File: config.mk
export PLATFORM = sky130hd
export DESIGN_NAME = mmio_port_hub
export DESIGN_NICKNAME = d
export VERILOG_FILES = /design/src/rtl/mmio_port_hub_pkg.sv /design/src/rtl/mmio_port_hub_sync_fifo.sv /design/src/rtl/mmio_port_hub.sv
export SDC_FILE = /design/constraint.sdc
export NUM_CORES = 1
export LEC_CHECK = 0
export ABC_AREA = 1
export CAP_MARGIN = 40
export CORE_MARGIN = 2
export CORE_UTILIZATION = 35
export DETAILED_ROUTE_END_ITERATION = 10
export REMOVE_ABC_BUFFERS = 1
export SKIP_CTS_REPAIR_TIMING = 1
export SLEW_MARGIN = 20
export SYNTH_ARGS = -nofsm -noshare
export SYNTH_HDL_FRONTEND = slang
export SYNTH_SLANG_ARGS = --single-unit
File: constraint.sdc
create_clock -name clk -period 2.1 [get_ports clk]
set_clock_uncertainty 0.15 [all_clocks]
set_input_delay 0.42 -clock clk [delete_from_list [all_inputs] [get_ports clk]]
set_output_delay 0.42 -clock clk [all_outputs]
set_load 0.05 [all_outputs]
File: src/rtl/mmio_port_hub_pkg.sv
// Shared constants for the EasyCPU peripheral port hub: register offsets,
// status/control bit positions and the status byte packer.
package mmio_port_hub_pkg;

  localparam logic [3:0] REG_KDATA = 4'd0;
  localparam logic [3:0] REG_KSTAT = 4'd1;
  localparam logic [3:0] REG_LED   = 4'd2;
  localparam logic [3:0] REG_KCTRL = 4'd3;
  localparam logic [3:0] REG_TLO   = 4'd4;
  localparam logic [3:0] REG_THI   = 4'd5;

  localparam int ST_OVF   = 7;
  localparam int ST_FULL  = 6;
  localparam int ST_EMPTY = 5;

  localparam int CT_FLUSH  = 0;
  localparam int CT_CLROVF = 7;

  // Status byte: overflow/full/empty flags above a 5-bit entry count.
  function automatic logic [7:0] status_byte(input logic ovf, input logic full,
                                             input logic empty, input logic [4:0] cnt);
    logic [7:0] s;
    s           = {3'b000, cnt};
    s[ST_OVF]   = ovf;
    s[ST_FULL]  = full;
    s[ST_EMPTY] = empty;
    return s;
  endfunction

endpackage

File: src/rtl/mmio_port_hub_sync_fifo.sv
// Single-clock FIFO with registered storage, flush, and head-of-queue output.
// A pop on an empty FIFO is ignored; a push on a full FIFO is accepted only
// when a pop frees a slot in the same cycle. Flush beats everything.
module mmio_port_hub_sync_fifo #(
  parameter int WIDTH = 8,
  parameter int DEPTH = 8
) (
  input  logic                     clk,
  input  logic                     reset_n,
  input  logic                     push_i,
  input  logic                     pop_i,
  input  logic                     flush_i,
  input  logic [WIDTH-1:0]         wdata_i,
  output logic [WIDTH-1:0]         rdata_o,
  output logic                     full_o,
  output logic                     empty_o,
  output logic [$clog2(DEPTH):0]   count_o
);

  localparam int AW = $clog2(DEPTH);
  localparam logic [AW-1:0] PTR_ONE = 1;
  localparam logic [AW:0]   CNT_ONE = 1;
  localparam logic [AW:0]   CNT_FULL = (AW+1)'(DEPTH);

  logic [WIDTH-1:0] mem_q [DEPTH];
  logic [AW-1:0]    wr_ptr_q, wr_ptr_d;
  logic [AW-1:0]    rd_ptr_q, rd_ptr_d;
  logic [AW:0]      count_q, count_d;
  logic             do_push, do_pop;

  assign empty_o = (count_q == '0);
  assign full_o  = (count_q == CNT_FULL);
  assign count_o = count_q;
  assign rdata_o = mem_q[rd_ptr_q];

  assign do_pop  = pop_i && !empty_o;
  assign do_push = push_i && (!full_o || do_pop);

  // Next-state for pointers and occupancy; flush discards everything.
  always_comb begin
    wr_ptr_d = wr_ptr_q;
    rd_ptr_d = rd_ptr_q;
    count_d  = count_q;
    if (flush_i) begin
      wr_ptr_d = '0;
      rd_ptr_d = '0;
      count_d  = '0;
    end else begin
      if (do_push) wr_ptr_d = wr_ptr_q + PTR_ONE;
      if (do_pop)  rd_ptr_d = rd_ptr_q + PTR_ONE;
      case ({do_push, do_pop})
        2'b10:   count_d = count_q + CNT_ONE;
        2'b01:   count_d = count_q - CNT_ONE;
        default: count_d = count_q;
      endcase
    end
  end

  // Pointer and count registers.
  always_ff @(posedge clk or negedge reset_n) begin
    if (!reset_n) begin
      wr_ptr_q <= '0;
      rd_ptr_q <= '0;
      count_q  <= '0;
    end else begin
      wr_ptr_q <= wr_ptr_d;
      rd_ptr_q <= rd_ptr_d;
      count_q  <= count_d;
    end
  end

  // Storage array; contents are don't-care while empty so it carries no reset.
  always_ff @(posedge clk) begin
    if (do_push && !flush_i) mem_q[wr_ptr_q] <= wdata_i;
  end

endmodule

File: src/rtl/mmio_port_hub.sv
// EasyCPU peripheral port hub: 16-byte register window holding the keyboard
// scan-code FIFO, the LED port and a prescaled 16-bit timer with snapshot.
// Read data is combinational from i_addr; the top-level mux uses o_hit.
module mmio_port_hub
  import mmio_port_hub_pkg::*;
#(
  parameter logic [15:0] BASE_ADDR  = 16'hFFA0,
  parameter int          FIFO_DEPTH = 8,
  parameter int          LED_WIDTH  = 4,
  parameter int          TIMER_DIV  = 25000
) (
  input  logic                 clk,
  input  logic                 reset_n,
  input  logic [15:0]          i_addr,
  input  logic [7:0]           i_data,
  input  logic                 i_wren,
  output logic [7:0]           o_data,
  output logic                 o_hit,
  input  logic [7:0]           kbd_data,
  input  logic                 kbd_valid,
  output logic [LED_WIDTH-1:0] led,
  output logic                 irq
);

  localparam int CW = $clog2(FIFO_DEPTH) + 1;
  localparam int PW = (TIMER_DIV > 1) ? $clog2(TIMER_DIV) : 1;
  localparam logic [PW-1:0] PRE_LAST = PW'(TIMER_DIV - 1);
  localparam logic [PW-1:0] PRE_ONE  = 1;
  localparam logic [15:0]   TMR_ONE  = 16'd1;

  logic [3:0]           offset;
  logic                 wr_hit;
  logic                 pop, flush, clr_ovf, snap_wr, tmr_clr, led_wr;
  logic                 fifo_full, fifo_empty;
  logic [CW-1:0]        fifo_count;
  logic [7:0]           fifo_head;
  logic                 ovf_set;
  logic                 tick;

  logic                 ovf_q, ovf_d;
  logic [LED_WIDTH-1:0] led_q, led_d;
  logic [PW-1:0]        presc_q, presc_d;
  logic [15:0]          timer_q, timer_d;
  logic [15:0]          snap_q, snap_d;

  logic                 unused_data;

  assign o_hit   = (i_addr[15:4] == BASE_ADDR[15:4]);
  assign offset  = i_addr[3:0];
  assign wr_hit  = i_wren && o_hit;

  assign pop     = wr_hit && (offset == REG_KDATA);
  assign flush   = wr_hit && (offset == REG_KCTRL) && i_data[CT_FLUSH];
  assign clr_ovf = wr_hit && (offset == REG_KCTRL) && i_data[CT_CLROVF];
  assign led_wr  = wr_hit && (offset == REG_LED);
  assign snap_wr = wr_hit && (offset == REG_TLO);
  assign tmr_clr = wr_hit && (offset == REG_THI);

  // Data bits above the LED width have no destination.
  assign unused_data = ^i_data;

  mmio_port_hub_sync_fifo #(
    .WIDTH (8),
    .DEPTH (FIFO_DEPTH)
  ) u_fifo (
    .clk     (clk),
    .reset_n (reset_n),
    .push_i  (kbd_valid),
    .pop_i   (pop),
    .flush_i (flush),
    .wdata_i (kbd_data),
    .rdata_o (fifo_head),
    .full_o  (fifo_full),
    .empty_o (fifo_empty),
    .count_o (fifo_count)
  );

  // A byte is lost only when full with no freeing pop and no flush discarding it.
  assign ovf_set = kbd_valid && fifo_full && !pop && !flush;
  assign tick    = (presc_q == PRE_LAST);
  assign irq     = !fifo_empty;
  assign led     = led_q;

  // Next-state for overflow, LED, prescaler, timer and snapshot.
  always_comb begin
    ovf_d   = ovf_q;
    led_d   = led_q;
    presc_d = presc_q;
    timer_d = timer_q;
    snap_d  = snap_q;

    if (ovf_set)      ovf_d = 1'b1;
    else if (clr_ovf) ovf_d = 1'b0;

    if (led_wr) led_d = i_data[LED_WIDTH-1:0];

    if (tmr_clr) begin
      presc_d = '0;
      timer_d = '0;
    end else if (tick) begin
      presc_d = '0;
      timer_d = timer_q + TMR_ONE;
    end else begin
      presc_d = presc_q + PRE_ONE;
    end

    // Captures the value before this edge's increment.
    if (snap_wr) snap_d = timer_q;
  end

  // Control/timer registers.
  always_ff @(posedge clk or negedge reset_n) begin
    if (!reset_n) begin
      ovf_q   <= 1'b0;
      led_q   <= '0;
      presc_q <= '0;
      timer_q <= '0;
      snap_q  <= '0;
    end else begin
      ovf_q   <= ovf_d;
      led_q   <= led_d;
      presc_q <= presc_d;
      timer_q <= timer_d;
      snap_q  <= snap_d;
    end
  end

  // Read mux; anything outside the window or on an unused offset reads 0.
  always_comb begin
    o_data = 8'h00;
    if (o_hit) begin
      case (offset)
        REG_KDATA: o_data = fifo_empty ? 8'h00 : fifo_head;
        REG_KSTAT: o_data = status_byte(ovf_q, fifo_full, fifo_empty, 5'(fifo_count));
        REG_LED:   o_data = 8'(led_q);
        REG_TLO:   o_data = snap_q[7:0];
        REG_THI:   o_data = snap_q[15:8];
        default:   o_data = 8'h00;
      endcase
    end
  end

endmodule

==> reports/qor.txt <==
Hold slack final = 0.336 ns
Sequential Area = 3470 µm²
Leading cell types in the layout, fill and taps excluded = 88 x sky130_fd_sc_hd__nand2_1, 78 x sky130_fd_sc_hd__buf_4, 64 x sky130_fd_sc_hd__edfxtp_1
Number of diodes = 0
Antenna violations before repair = 0
Wire length of the first global-routing pass = 25.3 mm
Total standard cell area after synthesis = 6100 µm²
Clk pwr share = 0.413
Largest fanout of any net on the critical path = 6
Post-route cell area = 8620 µm²
Main combinational cell family by area after synthesis = simple AND/OR/NAND/NOR gates
Violated checks = negative setup slack
Kind of end point of the critical path = output pin
# port buffers = 46
Unrepaired setup endpoints after global routing = true
Cell count after synthesis = 611
Height of the chip = 136 µm
Maximum number of pins on one net before global-route repair = 33
Area of the core region = 17200 µm²
Leak pwr = 3.61 nW
Number of global-route vias before repair = 5008
Critical Path Most Common Cell = sky130_fd_sc_hd__o211ai_1
Final antenna-violating net count = 0
Clock slew at the register clock pins of the worst setup and hold paths = 0.05 ns
Initial core utilization = 0.355
Critical path buffer and inverter count = 3
Skew-Pair Late Insertion Delay = 0.41 ns
Drt initial violations = 413
Compound-gate portion of the synthesized area = 0.117
Fin Setup TNS = -3.95 ns
Sequential element share of the synthesized area = 0.570
Maximum root-to-sink buffer count = 2
Average wire per standard cell = 16.8 µm
Delay contributed by the slowest stage of the critical path = 0.43 ns
CP Cell Sequence = buf_6, clkbuf_16, o21ai_2, o211ai_1, o211ai_1, a31oi_1, buf_4
Slew Limit Fails = 0
Maximum level of the CTS H-tree = 4
Total DRC errors in the routed layout = 0
Switching power = 1.94 mW
Combinational share of power = 0.171
Routability congestion estimate from global placement = 0.961
Placed wire-length estimate after detailed placement = 11.7 mm
Switching portion of total power = 0.265
Crit path DAT = 2.11 ns
Total routing resource utilization after global routing = 0.180
Distinct cells, synth = 48
Fraction of layout instances using a drive strength above 1 = 0.314
Horizontal die dimension = 136 µm
Relative slew slack = 0.639
Pin slew with the least headroom to its limit = 0.541 ns
Multiplexer area fraction after synthesis = 0.0271
Final setup violation count = 8
Data required time of the critical path = 1.53 ns
# IOs = 50
MaxCap Viol Count = 0
Slack of the critical path = -0.583 ns
CP delay by family, top = compound AO/OA/AOI/OAI gates
Internal Dissipation = 5.38 mW
Filler instances = 1552
Post-synthesis to final-layout area growth = 41.5%
Synth Area in Simple Gates = 0.210
Worst setup SP type = flop
Sequential share of power = 0.416
Number of buffers created by CTS = 17
CTS tree = built
Syn_area_per_cell = 9.98 µm²
Area of the multi-input gates = 2590 µm²
Upper clock frequency limit = 0.373 GHz
Final-report hold violation count = 0
Area of the die = 18500 µm²
Standard cell with the maximum stage delay on the critical path = sky130_fd_sc_hd__dfrtp_2
Clock root buffer = sky130_fd_sc_hd__clkbuf_16
Post-synthesis register bit count = 126
Classification of the worst-slack hold path = flop to flop
Post-route fraction of the period consumed by the critical path = 1.28
Clock sink count = 126
Adder-cell share of the synthesized area = 0.0123
Row Count = 48
Total via count after detailed routing = 5071
Min Clock Period, post-route = 2.68 ns
Area share of xor/xnor cells in the synthesized design = 0.0129
Total design power = 7.32 mW
Yosys warnings = 0
Power density normalized to cell area = 849 nW/µm²
Total wire length after detailed routing = 16.7 mm
Most common cell after layout, fill and taps aside = sky130_fd_sc_hd__nand2_1
Drt via density = 5.09
Max VDD drop = 552 µV
Final Net Count = 800
Setup Crit Path Kind = flop to output pin
Run status = finished with violations
Total global routing overflow = 0
1st-pass router iterations = 5
Placed standard-cell area = 7500 µm²
[per-layer routing]
layer,GRT usage,share of wire,wire (µm)
met2,0.310,0.51,8570
met3,0.0399,0.049,812
met1,0.221,0.41,6900
met4,0.0700,0.024,401
met5,0,0,0
[cell usage after synthesis (all sizes together)]
cell type | number | area [µm²]
a41oi | 1 | 8.76
o31ai | 2 | 28.8
o21a | 2 | 15.0
nor4 | 3 | 18.8
o22ai | 3 | 18.8
dfrtp | 62 | 1550
nand3b | 1 | 7.51
a21oi | 20 | 100
mux2 | 4 | 45.0
xor2 | 8 | 70.1
mux2i | 12 | 120
clkbuf | 11 | 42.5
ha | 6 | 75.1
nand3 | 31 | 200
nand4 | 12 | 87.6
a22o | 4 | 35.0
a22oi | 1 | 7.51
o21ai | 59 | 295
and3 | 1 | 6.26
nor3 | 16 | 106
o211ai | 6 | 45.0
nor2 | 87 | 423
inv | 58 | 218
xnor2 | 1 | 8.76
a211oi | 1 | 7.51
a31oi | 8 | 50.1
a221oi | 1 | 8.76
buf | 5 | 37.5
o21bai | 1 | 7.51
edfxtp | 64 | 1920
o221ai | 10 | 87.6
clkinv | 2 | 7.51
nand2 | 108 | 433
[path summary, 6_finish.rpt]
| check | from | end | slack, ns | cells past startpoint |
|---|---|---|---|---|
| min reg2reg | snap_q[5]$_DFFE_PN0P_ | snap_q[5]$_DFFE_PN0P_ | 0.34 | 2 |
| min in group asynchronous | reset_n | timer_q[2]$_DFFE_PN0P_ | 0.38 | 2 |
| max reg2reg | u_fifo.count_o[0]$_DFFE_PN0P_ | u_fifo.count_o[3]$_DFFE_PN0P_ | 0.01 | 14 |
| min | snap_q[5]$_DFFE_PN0P_ | snap_q[5]$_DFFE_PN0P_ | 0.34 | 2 |
| max | u_fifo.rd_ptr_q[0]$_DFFE_PN0P_ | o_data[4] | -0.58 | 7 |
| max in group asynchronous | reset_n | u_fifo.rd_ptr_q[0]$_DFFE_PN0P_ | 0.90 | 3 |
[state kept, by name, summed over array words and instances (netlist names)]
register         cells
u_fifo.mem_q        64
snap_q              16
timer_q             16
presc_q             15
led                  4
u_fifo.count_o       4
u_fifo.rd_ptr_q      3
u_fifo.wr_ptr_q      3
ovf_q                1
[metrics by stage]
stage | instances | setup WS, ns | util
after global routing | 996 | -0.642 | 0.502
after detailed placement | 948 | -0.657 | 0.436
after floorplan | 595 | -0.848 | -
final | 996 | -0.583 | 0.502
after CTS | 980 | -0.677 | 0.472
after global placement | 948 | -0.666 | 0.436
[final cells by class]
cell class | instances | area share
sequential | 126 | 0.403
multi-input combinational | 409 | 0.300
timing repair buffer | 144 | 0.167
clock buffer | 21 | 0.0511
tap | 225 | 0.0326
inverter | 60 | 0.0265
clock inverter | 11 | 0.0194
[worst min-delay path, stage by stage, from the launching register on]
cell                      delay [ns]
sky130_fd_sc_hd__dfrtp_1        0.34
sky130_fd_sc_hd__nand2_1        0.05
sky130_fd_sc_hd__o21ai_0        0.06
[cells by family after synthesis]
family | Yosys count
compound gates | 119
xor+xnor | 9
fa+ha+maj | 6
buf+inv | 76
flops | 126
mux | 16
simple gates | 259
[power groups by stage]
stage | logic, mW | clock network [mW] | registers (mW)
2_1_floorplan | 0.509 | 0 | 3.06
3_3_place_gp | 1.00 | 0 | 3.06
3_5_place_dp | 1.03 | 0 | 3.07
4_1_cts | 1.04 | 3.06 | 3.03
5_1_grt | 1.36 | 3.19 | 3.07
6_report | 1.25 | 3.02 | 3.04
No activity file was read; power rests on OpenSTA's default activity.
